==> config.mk <==
export PLATFORM = sky130hd
export DESIGN_NAME = led_colour_sequencer
export DESIGN_NICKNAME = d
export VERILOG_FILES = /design/src/rtl/led_colour_sequencer.sv
export SDC_FILE = /design/constraint.sdc
export NUM_CORES = 1
export LEC_CHECK = 0
export CORE_MARGIN = 8
export CORE_UTILIZATION = 35
export DETAILED_ROUTE_END_ITERATION = 6
export HOLD_SLACK_MARGIN = 0.12
export PLACE_DENSITY = 0.61
export SYNTH_ARGS = -nofsm -noshare
export SYNTH_HDL_FRONTEND = slang
export SYNTH_SLANG_ARGS = --single-unit
==> constraint.sdc <==
create_clock -name clk -period 2.95 [get_ports clk]
set_input_delay 0.7375 -clock clk [delete_from_list [all_inputs] [get_ports clk]]
set_output_delay 0.7375 -clock clk [all_outputs]
set_load 0.02 [all_outputs]
==> src/rtl/led_colour_sequencer.sv <==
// rtl/led_colour_sequencer.sv - colour code stepper with manual/auto stepping, direction, hold and checked load
module led_colour_sequencer #(
    parameter int WIDTH  = 3,
    parameter int FIRST  = 1,
    parameter int LAST   = 6,
    parameter int PERIOD = 4
) (
    input  logic             clk,
    input  logic             rst,
    input  logic             button,
    input  logic             mode,
    input  logic             dir,
    input  logic             hold,
    input  logic             load,
    input  logic [WIDTH-1:0] load_val,
    output logic [WIDTH-1:0] colour,
    output logic             wrap,
    output logic             load_err
);

    localparam int TW = $clog2(PERIOD) + 1;
    localparam logic [WIDTH-1:0] FIRST_C   = WIDTH'(FIRST);
    localparam logic [WIDTH-1:0] LAST_C    = WIDTH'(LAST);
    localparam logic [TW-1:0]    TICK_LAST = TW'(PERIOD - 1);

    generate
        if (FIRST >= LAST || LAST > ((1 << WIDTH) - 1) || PERIOD < 1) begin : g_bad_params
            $error("led_colour_sequencer: illegal FIRST/LAST/PERIOD combination");
        end
    endgenerate

    logic [TW-1:0] tick;
    logic          step;
    logic          in_range;
    logic          load_ok;

    always_comb begin
        step     = mode ? (tick == TICK_LAST) : button;
        in_range = (colour >= FIRST_C) && (colour <= LAST_C);
        load_ok  = (load_val >= FIRST_C) && (load_val <= LAST_C);
    end

    always_ff @(posedge clk) begin
        if (rst) begin
            colour   <= FIRST_C;
            tick     <= '0;
            wrap     <= 1'b0;
            load_err <= 1'b0;
        end else begin
            wrap     <= 1'b0;
            load_err <= 1'b0;
            if (load) begin
                tick <= '0;
                if (load_ok) begin
                    colour <= load_val;
                end else begin
                    colour   <= FIRST_C;
                    load_err <= 1'b1;
                end
            end else if (!hold) begin
                // manual mode parks the timer at 0 so a switch to auto waits a full period
                tick <= mode ? (step ? '0 : tick + TW'(1)) : '0;
                if (!in_range) begin
                    colour <= FIRST_C;
                end else if (step) begin
                    if (!dir) begin
                        if (colour == LAST_C) begin
                            colour <= FIRST_C;
                            wrap   <= 1'b1;
                        end else begin
                            colour <= colour + WIDTH'(1);
                        end
                    end else begin
                        if (colour == FIRST_C) begin
                            colour <= LAST_C;
                            wrap   <= 1'b1;
                        end else begin
                            colour <= colour - WIDTH'(1);
                        end
                    end
                end
            end
        end
    end

endmodule

== After elaboration in Yosys (flattened, before gate mapping) ==
Cells that the tools add are included.
W data, S select, Z words.

* Bits in registers: 8
* Latch bits: 0
* Memory bits (writable): 0
* Bits in read-only memories: 0
* Input port bits: 10
* Output and inout port bits: 5
* Logic and storage cells: 40
* Memories: 0

* Add/subtract/negate cells: 3
* Multiply operators: 0
* Divide/modulo/power cells: 0
* Magnitude comparators: 4
* Eq/ne operators: 5
* Shift operators: 0
* Multiplexer cells: 15
* Bitwise logic cells: 3
* Reduce and logical (&&, ||, !) cells: 6

{| class="wikitable"
|+ Operators by type and width
! kind !! count
|-
| $mux W3 || 10
|-
| $add A3 B1 Y3 const B || 2
|-
| $ge A3 B1 Y1 const B || 2
|-
| $le A3 B3 Y1 const B || 2
|-
| $mux W1 || 5
|-
| $reduce_or A5 Y1 || 1
|-
| $reduce_or A2 Y1 || 2
|-
| $eq A3 B1 Y1 const B || 1
|-
| $eq A3 B2 Y1 const B || 1
|-
| $eq A3 B3 Y1 const B || 1
|-
| $ne A3 B3 Y1 const B || 1
|-
| $not A1 Y1 || 3
|-
| $sub A3 B1 Y3 const B || 1
|-
| $logic_and A1 B1 Y1 || 2
|-
| $ne A2 B1 Y1 const B || 1
|-
| $reduce_and A2 Y1 || 1
|}

== Longest topological paths before layout ==
* Depth in word-level cells: 7
* Gate-level depth with buffers: 6
* Gate-level depth less buffers: 6

== Worst setup path after synthesis ==
Ideal clock, no wire load.

* Path kind: input -> register
* From: input mode
* To: register colour[2]
* Setup time: 130 ps
* Data arrival time: 1597 ps
* Required time: 2820 ps
* Setup slack: 1223 ps
* Stages: 4
* Path buffers: 0
* Cells stage by stage: mux2_4 -> o41ai_2 -> nor2b_1 -> a311oi_1

* Cells in the longest elaborated chain, start to end: 3

{| class="wikitable"
|+ RTL lines
! item !! RTL line !! RTL
|-
| start, declared || 11 || <nowiki>input logic mode,</nowiki>
|-
| $mux W1 || 38 || <nowiki>step = mode ? (tick == TICK_LAST) : button;</nowiki>
|-
| $ne A3 B3 Y1 (no line) || - ||
|-
| $reduce_and A2 Y1 (no line) || - ||
|-
| end signal, assigned || 55 || <nowiki>colour <= load_val;</nowiki>
|-
| end signal, assigned || 71 || <nowiki>colour <= colour + WIDTH'(1);</nowiki>
|-
| end signal, assigned || 78 || <nowiki>colour <= colour - WIDTH'(1);</nowiki>
|-
| end, declared || 16 || <nowiki>output logic [WIDTH-1:0] colour,</nowiki>
|}

Every way passes these cells.
A chain may end at the register's enable or synchronous reset.

== Worst setup path in the final report ==
* From: register colour[2]
* To: output colour[2]

No word-level cell between the ends.

==> flow_summary.toml <==
[run_status]
run_status = "finished clean"

[floorplanning]
die_h_um = 58.2
rows = 15
dieArea_um2 = 3380
initial_utilization_pct = 36.4
die_width_um = 58.2
num_io_pins = 15
core-area_um2 = 1710

[detailed_routing]
drtIter0Drc = 4
routed_wirelength_um = 1370
detail_route.drc_violations = 0
dr_total_vias = 562
post_drt_wl_per_cell_um = 12.2
drt-pass1-iter-count = 4
viasPerCell = 5.02
post_route_antenna_net_violation_count = 0

[timing]
final-max-slew-violation-count = 0
timing.hold.ws_ns = 0.537
timing.setup.tns_ns = 0
achievable-frequency_mhz = 455
final_period_minus_worst_setup_slack_ns = 2.20
rsz0062_at_grt = "no"
fin_crit_sh_pct = 74.6
timing.slew.headroom_pct = 72.7
worst-slew-pin-transition_ns = 0.408
fin_skew_ns = 0.00609
final-hold-violation-count = 0
setup_viol = 0

[clocking]
tritoncts = "yes"
cts_inserted_buffers = 3
clock_insertion_delay_worst_skew_ns = 0.25
cts_num_sinks = 8
cts_hold_buffers = 0
number_of_gates_resized_after_cts = 0
max-clock-path-buffers = 2
clockRootBuffer = "sky130_fd_sc_hd__clkbuf_4"
clkSlewWorstSetupHoldPaths_ns = 0.05
cts_setup_buffers = 0
cts_htree_levels = 1

[critical_path]
timing_worst_setup_path_type = "reg -> out"
worst-r2r-setup-slack_ns = 1.21
reg2regPathDepth = 6
cp_max_fanout = 10
cp_num_buf_inv = 1
critPathCaptureType = "primary output"
timing.critical_path.to = "colour[2]"
crit_required_ns = 2.21
crit-reg2reg-launch = "tick[0]"
max_stage_delay_ns = 0.68
worstSetupPathDepth = 1
crit_arrival_ns = 1.46
r2r_end = "colour[2]"
startpoint_of_the_worst_setup_timing_path = "colour[2]"
worstPathCellList = "clkdlybuf4s50_1"
path_delay_family = "buffers and inverters"
critPathLaunchType = "flop"
slowest_stage = "sky130_fd_sc_hd__clkdlybuf4s50_1"

[yosys]
ys_seq_elements = 8
synthesis.instances = 74
synth.distinct_cells = 33
syn-num-nets = 90
post_synth_instance_area_um2 = 622
postSynthAreaPerCell_um2 = 8.40
synth_edf_count = 0
ys_dominant_reg_cell = "sky130_fd_sc_hd__dfxtp_1"
postSynth.asyncResetShare_pct = 0
post_synthesis_sequential_area_ratio_pct = 25.8
synthesis.yosys.warnings = 0

[global_route]
grt_pass1_wl_um = 2380
largest_net_degree_at_the_start_of_global_routing = 12
antenna_violations_before_repair = 0
first_global_vias = 555
grt_util_all_layers_pct = 8.99
global_route.overflow_total = 0

[layout]
antennaDiodeCount = 0
drive_above_1_share_pct = 9.20
nNetsFinal = 105
stdcell_count = 112
flow.area_growth_from_synthesis_pct = 27.4

[power]
total_power_uw = 283
power.ir.vdd_worst_mv = 0.194
power_per_cell_area_nw_per_um2 = 358
power.leakage_nw = 0.309

[hold_path]
worstHoldPathType = "reg -> reg"
worst_hold_path.num_cells = 2

[place]
detailed_place_hpwl_um = 1070
placed_cells_incl_taps = 109
gpl.final_weighted_congestion = 0.723
io_buf_count = 14

[flow_run]
maxCapViolations = 0
## per-layer routing
layer	global-route usage, %	share of wire, %
met4	5.24	1.0
met1	10.1	46
met3	2.87	5.0
met5	0	0
met2	14.5	48
## layout by cell type, fill, tap and decap left out, types with 2 or more instances in the layout
cell type / Yosys / layout
sky130_fd_sc_hd__o31ai_1: 2 / 2
sky130_fd_sc_hd__ha_1: 6 / 6
sky130_fd_sc_hd__nor2_1: 6 / 6
sky130_fd_sc_hd__clkbuf_4: 0 / 3
sky130_fd_sc_hd__nor3_1: 6 / 6
sky130_fd_sc_hd__a21oi_1: 6 / 6
sky130_fd_sc_hd__clkdlybuf4s50_1: 0 / 14
sky130_fd_sc_hd__nor2b_1: 3 / 3
sky130_fd_sc_hd__nand2_1: 4 / 4
sky130_fd_sc_hd__nand3_1: 2 / 2
sky130_fd_sc_hd__inv_1: 5 / 5
sky130_fd_sc_hd__dfxtp_1: 8 / 8
sky130_fd_sc_hd__nand2b_1: 3 / 3
## cells by family after synthesis
family / count (synthesis) / share of synthesized area, %
flops: 8 / 25.8
simple gates: 30 / 28.8
fa+ha+maj: 6 / 12.1
compound gates: 19 / 22.5
buf+inv: 9 / 6.84
mux: 2 / 4.02
## power breakdown
group	internal, mW	switching, mW	leakage, nW
clock network	0.0463	0.0331	0.0138
registers	0.113	0.00985	0.0653
logic	0.0412	0.0399	0.230
## tightest hold or removal path, cell delays in order, from the launching register on
cell                      delay, ns
sky130_fd_sc_hd__dfxtp_1       0.31
sky130_fd_sc_hd__a21oi_1       0.14
sky130_fd_sc_hd__nor3_1        0.05
## through the flow
stage | setup WS (ns) | util (%) | instance area [um^2]
CTS | 0.738 | 46.4 | 792
global route | 0.684 | 46.4 | 792
finish | 0.751 | 46.4 | 792
floorplan | 1.22 | - | 622
global placement | 0.627 | 45.1 | 769
detailed placement | 0.606 | 45.1 | 769
## sequential cells by signal (all words and copies together), names as in the netlist
| name | flops |
|---|---|
| colour | 3 |
| tick | 3 |
| load_err | 1 |
| wrap | 1 |
## worst min-delay path by stage
stage                 start       to  slack [ns]
CTS                 tick[2]  tick[2]        0.54
detailed placement  tick[2]  tick[2]        0.53
finish              tick[2]  tick[2]        0.54
floorplan           tick[1]  tick[1]        0.50
global placement    tick[1]  tick[1]        0.52
global route        tick[2]  tick[2]        0.59
## area by class of cell
class                   count  area (um^2)
clock buffers               3         22.5
fillers                   182          916
inverters                   5         18.8
multi-input cells          57          419
flip-flops and latches      8          160
well taps                  25         31.3
repair buffers             14          140
## Yosys cell counts (2+ instances only)
cell type | number | area share (%)
sky130_fd_sc_hd__nor3_1 | 6 | 4.8
sky130_fd_sc_hd__nand2_1 | 4 | 2.4
sky130_fd_sc_hd__o31ai_1 | 2 | 2.4
sky130_fd_sc_hd__inv_1 | 5 | 3.0
sky130_fd_sc_hd__nor2_1 | 6 | 3.6
sky130_fd_sc_hd__nand2b_1 | 3 | 3.0
sky130_fd_sc_hd__dfxtp_1 | 8 | 26
sky130_fd_sc_hd__nor2b_1 | 3 | 3.0
sky130_fd_sc_hd__ha_1 | 6 | 12
sky130_fd_sc_hd__a21oi_1 | 6 | 4.8
sky130_fd_sc_hd__clkbuf_1 | 2 | 1.2
sky130_fd_sc_hd__nand3_1 | 2 | 1.6
No activity file was read; power rests on OpenSTA's default activity.
